$ cat config.mk
export PLATFORM = sky130hd
export DESIGN_NAME = cork_refill_loader
export DESIGN_NICKNAME = d
export VERILOG_FILES = /design/src/rtl/cork_refill_loader_pkg.sv /design/src/rtl/cork_sensor_sync.sv /design/src/rtl/cork_refill_loader.sv
export SDC_FILE = /design/constraint.sdc
export NUM_CORES = 1
export LEC_CHECK = 0
export BUFFER_PORTS_ARGS = -buffer_cell sky130_fd_sc_hd__buf_2
export CAP_MARGIN = 15
export CORE_MARGIN = 10
export CORE_UTILIZATION = 53
export CTS_BUF_LIST = sky130_fd_sc_hd__clkbuf_4 sky130_fd_sc_hd__clkbuf_8 sky130_fd_sc_hd__clkbuf_16
export CTS_CLUSTER_SIZE = 28
export DETAILED_ROUTE_END_ITERATION = 7
export PLACE_DENSITY = 0.77
export SLEW_MARGIN = 20
export SYNTH_ARGS = -nofsm -noshare
export SYNTH_HDL_FRONTEND = slang
export SYNTH_SLANG_ARGS = --single-unit
$ cat constraint.sdc
create_clock -name CLK -period 2 [get_ports CLK]
set_clock_uncertainty 0.05 [all_clocks]
set_input_delay 0.3 -clock CLK [delete_from_list [all_inputs] [get_ports CLK]]
set_output_delay 0.3 -clock CLK [all_outputs]
set_load 0.005 [all_outputs]
$ cat src/rtl/cork_refill_loader_pkg.sv
// Shared types and defaults for the cork refill loader.
// Imported by the loader top and its bench.
package cork_refill_loader_pkg;

    typedef enum logic [1:0] {
        IDLE = 2'd0,
        LOAD = 2'd1,
        HOLD = 2'd2
    } state_e;

    localparam int DEF_WIDTH     = 7;
    localparam int DEF_BATCH_MAX = 100;
    localparam int DEF_HOLD_MAX  = 4;

endpackage

$ cat src/rtl/cork_sensor_sync.sv
// Two-flop synchroniser for the hopper sensor plus a rising-edge
// detector giving one event cycle per cork.
module cork_sensor_sync (
    input  logic clk_i,
    input  logic rst_ni,
    input  logic cork_i,
    output logic cork_evt_o
);

    logic [2:0] sync_q;

    always_ff @(posedge clk_i or negedge rst_ni) begin
        if (!rst_ni) begin
            sync_q <= '0;
        end else begin
            sync_q <= {sync_q[1:0], cork_i};
        end
    end

    // sync_q[2] only remembers the previous synchronised level
    assign cork_evt_o = sync_q[1] & ~sync_q[2];

endmodule

$ cat src/rtl/cork_refill_loader.sv
// Accumulates hopper corks and parallel-loads the batch into the
// cork down-counter whenever that counter reports empty.
module cork_refill_loader
    import cork_refill_loader_pkg::*;
#(
    parameter int WIDTH     = DEF_WIDTH,
    parameter int BATCH_MAX = DEF_BATCH_MAX,
    parameter int HOLD_MAX  = DEF_HOLD_MAX
) (
    input  logic             CLK,
    input  logic             Reset_n,
    input  logic             CorkIn,
    input  logic             Empty,
    output logic [WIDTH-1:0] P,
    output logic             PLoad,
    output logic [WIDTH-1:0] Stock,
    output logic             Full,
    output logic             Overflow,
    output logic             Fault
);

    localparam int CW = (HOLD_MAX > 1) ? $clog2(HOLD_MAX) : 1;
    localparam logic [WIDTH-1:0] BMAX  = WIDTH'(BATCH_MAX);
    localparam logic [CW-1:0]    HLAST = CW'(HOLD_MAX - 1);

    state_e            state_q, state_d;
    logic [WIDTH-1:0]  stock_q, stock_d;
    logic [WIDTH-1:0]  p_q, p_d;
    logic              pload_q, pload_d;
    logic              ovf_q, ovf_d;
    logic              fault_q, fault_d;
    logic [CW-1:0]     cnt_q, cnt_d;
    logic              cork_evt;

    cork_sensor_sync u_sync (
        .clk_i      (CLK),
        .rst_ni     (Reset_n),
        .cork_i     (CorkIn),
        .cork_evt_o (cork_evt)
    );

    always_comb begin
        state_d = state_q;
        stock_d = stock_q;
        p_d     = p_q;
        pload_d = 1'b1;
        ovf_d   = ovf_q;
        fault_d = fault_q;
        cnt_d   = cnt_q;

        if (cork_evt) begin
            if (stock_q != BMAX) begin
                stock_d = stock_q + 1'b1;
            end else if (state_q != LOAD) begin
                ovf_d = 1'b1;
            end
        end

        unique case (state_q)
            IDLE: begin
                if (Empty && (stock_q != '0)) begin
                    state_d = LOAD;
                    p_d     = stock_d;
                    pload_d = 1'b0;
                end
            end
            LOAD: begin
                // a cork arriving during the transfer starts the next batch
                stock_d = WIDTH'(cork_evt);
                cnt_d   = '0;
                state_d = HOLD;
            end
            HOLD: begin
                if (!Empty) begin
                    state_d = IDLE;
                end else if (cnt_q == HLAST) begin
                    fault_d = 1'b1;
                    state_d = IDLE;
                end else begin
                    cnt_d = cnt_q + 1'b1;
                end
            end
            default: begin
                state_d = IDLE;
            end
        endcase
    end

    always_ff @(posedge CLK or negedge Reset_n) begin
        if (!Reset_n) begin
            state_q <= IDLE;
            stock_q <= '0;
            p_q     <= '0;
            pload_q <= 1'b1;
            ovf_q   <= 1'b0;
            fault_q <= 1'b0;
            cnt_q   <= '0;
        end else begin
            state_q <= state_d;
            stock_q <= stock_d;
            p_q     <= p_d;
            pload_q <= pload_d;
            ovf_q   <= ovf_d;
            fault_q <= fault_d;
            cnt_q   <= cnt_d;
        end
    end

    assign P        = p_q;
    assign PLoad    = pload_q;
    assign Stock    = stock_q;
    assign Full     = (stock_q == BMAX);
    assign Overflow = ovf_q;
    assign Fault    = fault_q;

endmodule

## Yosys cells after proc, flatten, opt, wreduce, memory -nomap -nowiden

Index checks and enable logic that the tools add are counted.

| storage, ports and cells | value |
|---|---|
| flip-flop bits (word level) | 24 |
| bits of input ports | 4 |
| output and inout bits | 18 |
| word-level logic and storage cells | 44 |

| cells by class | value |
|---|---|
| add/subtract/negate cells | 2 |
| eq/ne operators | 10 |
| muxes and demuxes | 12 |
| bitwise logic cells | 3 |
| reductions and logical operators | 9 |

Operators by type and width:

| kind | count |
|---|---|
| $mux 7 | 3 |
| $mux 2 | 5 |
| $reduce_and 3->1 | 3 |
| $add 7x1->7 const B | 1 |
| $eq 7x7->1 const B | 1 |
| $ne 7x7->1 const B | 1 |
| $reduce_bool 7->1 | 1 |
| $ne 2x2->1 const B | 3 |
| $pmux 2 s3 | 1 |
| $eq 2x2->1 const B | 2 |
| $pmux 2 s2 | 1 |
| $reduce_and 2->1 | 2 |
| $ne 3x3->1 const B | 1 |
| $add 2x1->2 const B | 1 |
| $eq 2x1->1 const B | 1 |
| $logic_not 2->1 | 1 |
| $mux 1 | 2 |
| $ne 2x1->1 const B | 1 |
| $not 1->1 | 2 |
| $reduce_bool 2->1 | 1 |
| $and 1x1->1 | 1 |
| $logic_and 1x1->1 | 1 |

## Depth between registers and ports, before layout

| logic depth | value |
|---|---|
| depth after elaboration | 4 |
| depth in mapped cells | 7 |
| mapped depth without buffers | 6 |

## By module

Synthesis repeated with hierarchy kept, for this count alone.

| unflattened totals | value |
|---|---|
| cell total of the unflattened synthesis | 93 |
| area total of the unflattened synthesis | 1084.8 µm² |

By module, submodules not included:

| module | times used | cells an instance | area an instance (µm²) | sequential area each (µm²) |
|---|---|---|---|---|
| cork_refill_loader | 1 | 89 | 996.0 | 526.8 |
| cork_sensor_sync | 1 | 4 | 88.8 | 75.1 |

## Worst setup path before layout

No wires, ideal clock.

| timing | value |
|---|---|
| path type | reg-to-reg |
| from | register stock_q[0], in the netlist Stock[0] |
| to | register p_q[6], in the netlist P[6] |
| arrival | 1.581 ns |
| setup slack | 0.296 ns |
| stages on the path, launching flop included | 8 |
| buffers on the path | 1 |
| clock period less this slack | 1.704 ns |
| cell sequence | dfrtp_1 > inv_1 > ha_1 > nor3b_1 > a2111oi_4 > buf_6 > nor2_2 > a21oi_2 |

| on the way | value |
|---|---|
| longest elaborated chain between the ends | 3 |

RTL lines:

| element | RTL line | RTL |
|---|---|---|
| start: declaration | cork_refill_loader.sv:27 | `logic [WIDTH-1:0] stock_q, stock_d;` |
| start signal: assignment | cork_refill_loader.sv:100 | `stock_q <= stock_d;` |
| $add 7x1->7 (tied with other cells) | cork_refill_loader.sv:53 | `stock_d = stock_q + 1'b1;` |
| $mux 7 / $logic_and 1x1->1 (equally long branches) | cork_refill_loader.sv:52, cork_refill_loader.sv:61 |  |
| $mux 7 / $reduce_and 2->1 (equally long branches) | - |  |
| end signal: assignment | cork_refill_loader.sv:101 | `p_q <= p_d;` |
| end: declaration | cork_refill_loader.sv:28 | `logic [WIDTH-1:0] p_q, p_d;` |

Several ways; a longest one is shown, not always the timed one.
A chain may end at the register's enable or synchronous reset.

## Worst setup path in the final report

| timing | value |
|---|---|
| from | register stock_q[0], in the netlist Stock[0] |
| to | register p_q[3], in the netlist P[3] |

Same word-level chain as after synthesis.

==> metrics.txt <==
commonest non-fill, non-tap cell in the layout dfrtp_1; Slew headroom 65.6%; worst reg2reg endpoint P[3]$_DFFE_PN0P_; First DRT Iteration DRCs 41; Chip Height 65.9 µm; Final Cell Area 1360 µm²; initial antenna violation count 0; Root Buffer clkbuf_4; Nets 141; status finished clean; predominant post-synthesis flop cell dfrtp_1; WS Path Type reg -> reg; Area Growth Syn to Fin 21.7%; sequential area share after synthesis 53.9%; max-slew violation count 0; EDFF count, synth 0; Worst Hold Launch CorkIn; worst reg2reg startpoint Stock[0]$_DFF_PN0_; Crit Path Max Fanout 6; worst path cell trace inv_2, ha_1, nor3b_1, a2111oi_4, buf_4, buf_4, nor2_1, a21oi_1; DPL Wire Length 1570 µm; Worst Hold End u_sync.sync_q[0]$_DFF_PN0_; synthesized netlist cell count 102; CTS Buf Count 3; critical path arrival 2080 ps; IO Pins 22; pwr dens 1380 nW/µm²; DR WL/cell 14.1 µm; TritonRoute pass-1 iters 4; Final ANT Viol Nets 0; number of global-route vias before repair 834; Pleak 0.698 nW; via count 819; Worst-Margin Slew 515 ps; Setup-failing EPs final 0; register bit count reported by yosys 24; input/output buffers 21; first-pass GRT wire length 3860 µm; Worst path max stage delay 480 ps; layout cell share with drive strength beyond 1 35.3%; Period Utilization, post-route 94.1%; Final min period 1880 ps; Total GRT Usage 11.2%; total of warnings raised by yosys 0; Remaining Overflow, GRT 0; post-synthesis async set-or-reset flop share 100%; CP max stage cell dfrtp_1; Antenna Cells 0; crit end category flop; reg2reg path depth 8; Initial Util 56.3%; fmax 0.531 GHz; Startpoint Class flop; clk slew on worst S/H paths 140 ps; die area 4340 µm²; Core Box Area 1980 µm²; H-tree depth 1; Skew-Pair Late Insertion Delay 310 ps; Unique masters post-synth 33; most frequent CP cell buf_4; count of final hold-check violations 0; post-synthesis net count 109; worst-case clock buffer depth 2; final WL 2250 µm; DRC 0; Mapped Area 1120 µm²; worst-case vdd ir drop 0.822 mV; Post-DP Area 1260 µm²; Vias/cell 5.12; Syn Area/Cell 10.9 µm²; Worst R2R Setup Slack 120 ps; Cell Rows 16; WP data required 2200 ps; CTS Sinks 24; Max-cap violations 0; Hold/Removal Path Class in -> reg; Core Util, Final 68.6%; CTS tree yes; Die Width 65.9 µm; gpl congestion 0.827; most frequent cells in the layout dfrtp_1, buf_2, nor2_1, buf_4, inv_1; largest net degree at the start of global routing 25; Cells on Worst Hold Path 1
-- cells by family (layout without fill, tap and decap cells) --
| family | count (synthesis) | in the layout | share of synthesized area [%] |
|---|---|---|---|
| compound gates | 20 | 20 | 14.1 |
| xor+xnor | 4 | 4 | 3.14 |
| fa+ha+maj | 3 | 3 | 3.36 |
| buf+inv | 13 | 44 | 5.94 |
| flops | 24 | 24 | 53.9 |
| mux | 3 | 3 | 2.69 |
| simple gates | 35 | 35 | 16.8 |
-- per-layer routing --
layer  wire length, µm  up-vias  GRT usage (%)
li1                  -      406              -
met1              1060      393           14.1
met2              1060       18           17.4
met3               117        2           3.56
met4                16        0           4.01
met5                 0        -              0
-- per-stage QoR --
| step | std cells | setup TNS (ps) | power [W] | worst slack [ps] | hold slack, ps |
|---|---|---|---|---|---|
| finish | 160 | 0 | 0.00187 | 117 | 29.1 |
| global route | 160 | -47.7 | 0.00203 | -33.6 | 2.83 |
| CTS | 155 | 0 | 0.00184 | 1.45 | 25.6 |
| detailed placement | 150 | 0 | 0.00149 | 141 | 260 |
| global placement | 150 | 0 | 0.00147 | 222 | 249 |
| floorplan | 102 | 0 | 0.00125 | 296 | -45.6 |
-- cells in the mapped netlist, types with 2 or more instances --
cell type  count  area share (%)
buf_2          2            0.90
inv_1          8             2.7
nand3_1        2            0.90
o21ai_0        3             1.3
a21oi_2        3             2.4
and3_1         2             1.1
dfrtp_1       23              52
xor2_1         3             2.4
ha_1           3             3.4
nand2b_1       3             1.7
o22ai_1        2             1.1
nor2_1        14             4.7
nor2_2         3             1.7
buf_6          2             2.0
a21oi_1        4             1.8
a21o_1         2             1.3
nand4_1        4             2.2
mux2i_1        3             2.7
nor2b_1        2             1.1
-- worst max path at each step --
stage                     slack, ps                from  cells after the start                to
final                           120  Stock[0]$_DFF_PN0_                      8  P[3]$_DFFE_PN0P_
after global routing            -30  Stock[0]$_DFF_PN0_                      8  P[3]$_DFFE_PN0P_
after CTS                         1  Stock[0]$_DFF_PN0_                      5              Full
after detailed placement        140  Stock[0]$_DFF_PN0_                      7  P[1]$_DFFE_PN0P_
after global placement          220  Stock[0]$_DFF_PN0_                      7  P[0]$_DFFE_PN0P_
after floorplan                 300  Stock[0]$_DFF_PN0_                      7  P[6]$_DFFE_PN0P_
-- report_power, final --
part / internal, W / switching [W] / total [W]
combinational: 0.000364 / 0.000361 / 0.000725
clock: 0.000202 / 0.000144 / 0.000347
sequential: 0.000640 / 0.000160 / 0.000800
-- worst max-delay path: cells and delay by family, from the launching register on --
kind                     cells  cell delay, ps
AO/OA/AOI/OAI                2             490
flip-flops                   1             480
buffers and inverters        3             390
adder cells (fa/ha/maj)      1             210
AND/OR/NAND/NOR              2             200
-- final cells by class --
| type | count | area [µm²] |
|---|---|---|
| inverters | 8 | 30.0 |
| multi-input cells | 65 | 450 |
| flip-flops and latches | 24 | 602 |
| fillers | 150 | 623 |
| clock buffers | 3 | 22.5 |
| repair buffers | 32 | 190 |
| clock inverters | 1 | 30.0 |
| well taps | 27 | 33.8 |
-- sequential cells by signal, summed over array words and instances (netlist names) --
name           flops
P                  7
Stock              7
u_sync.sync_q      3
cnt_q              2
state_q            2
Fault              1
Overflow           1
PLoad              1
-- timing repair --
action                                  in CTS  in global routing
hold buffers                                 1                  0
setup buffers                                0                  5
endpoints found under the setup margin       0                  8
endpoints found under the hold margin       23                  0
resized for setup                            0                  2
(Power assumes the default switching activity.)
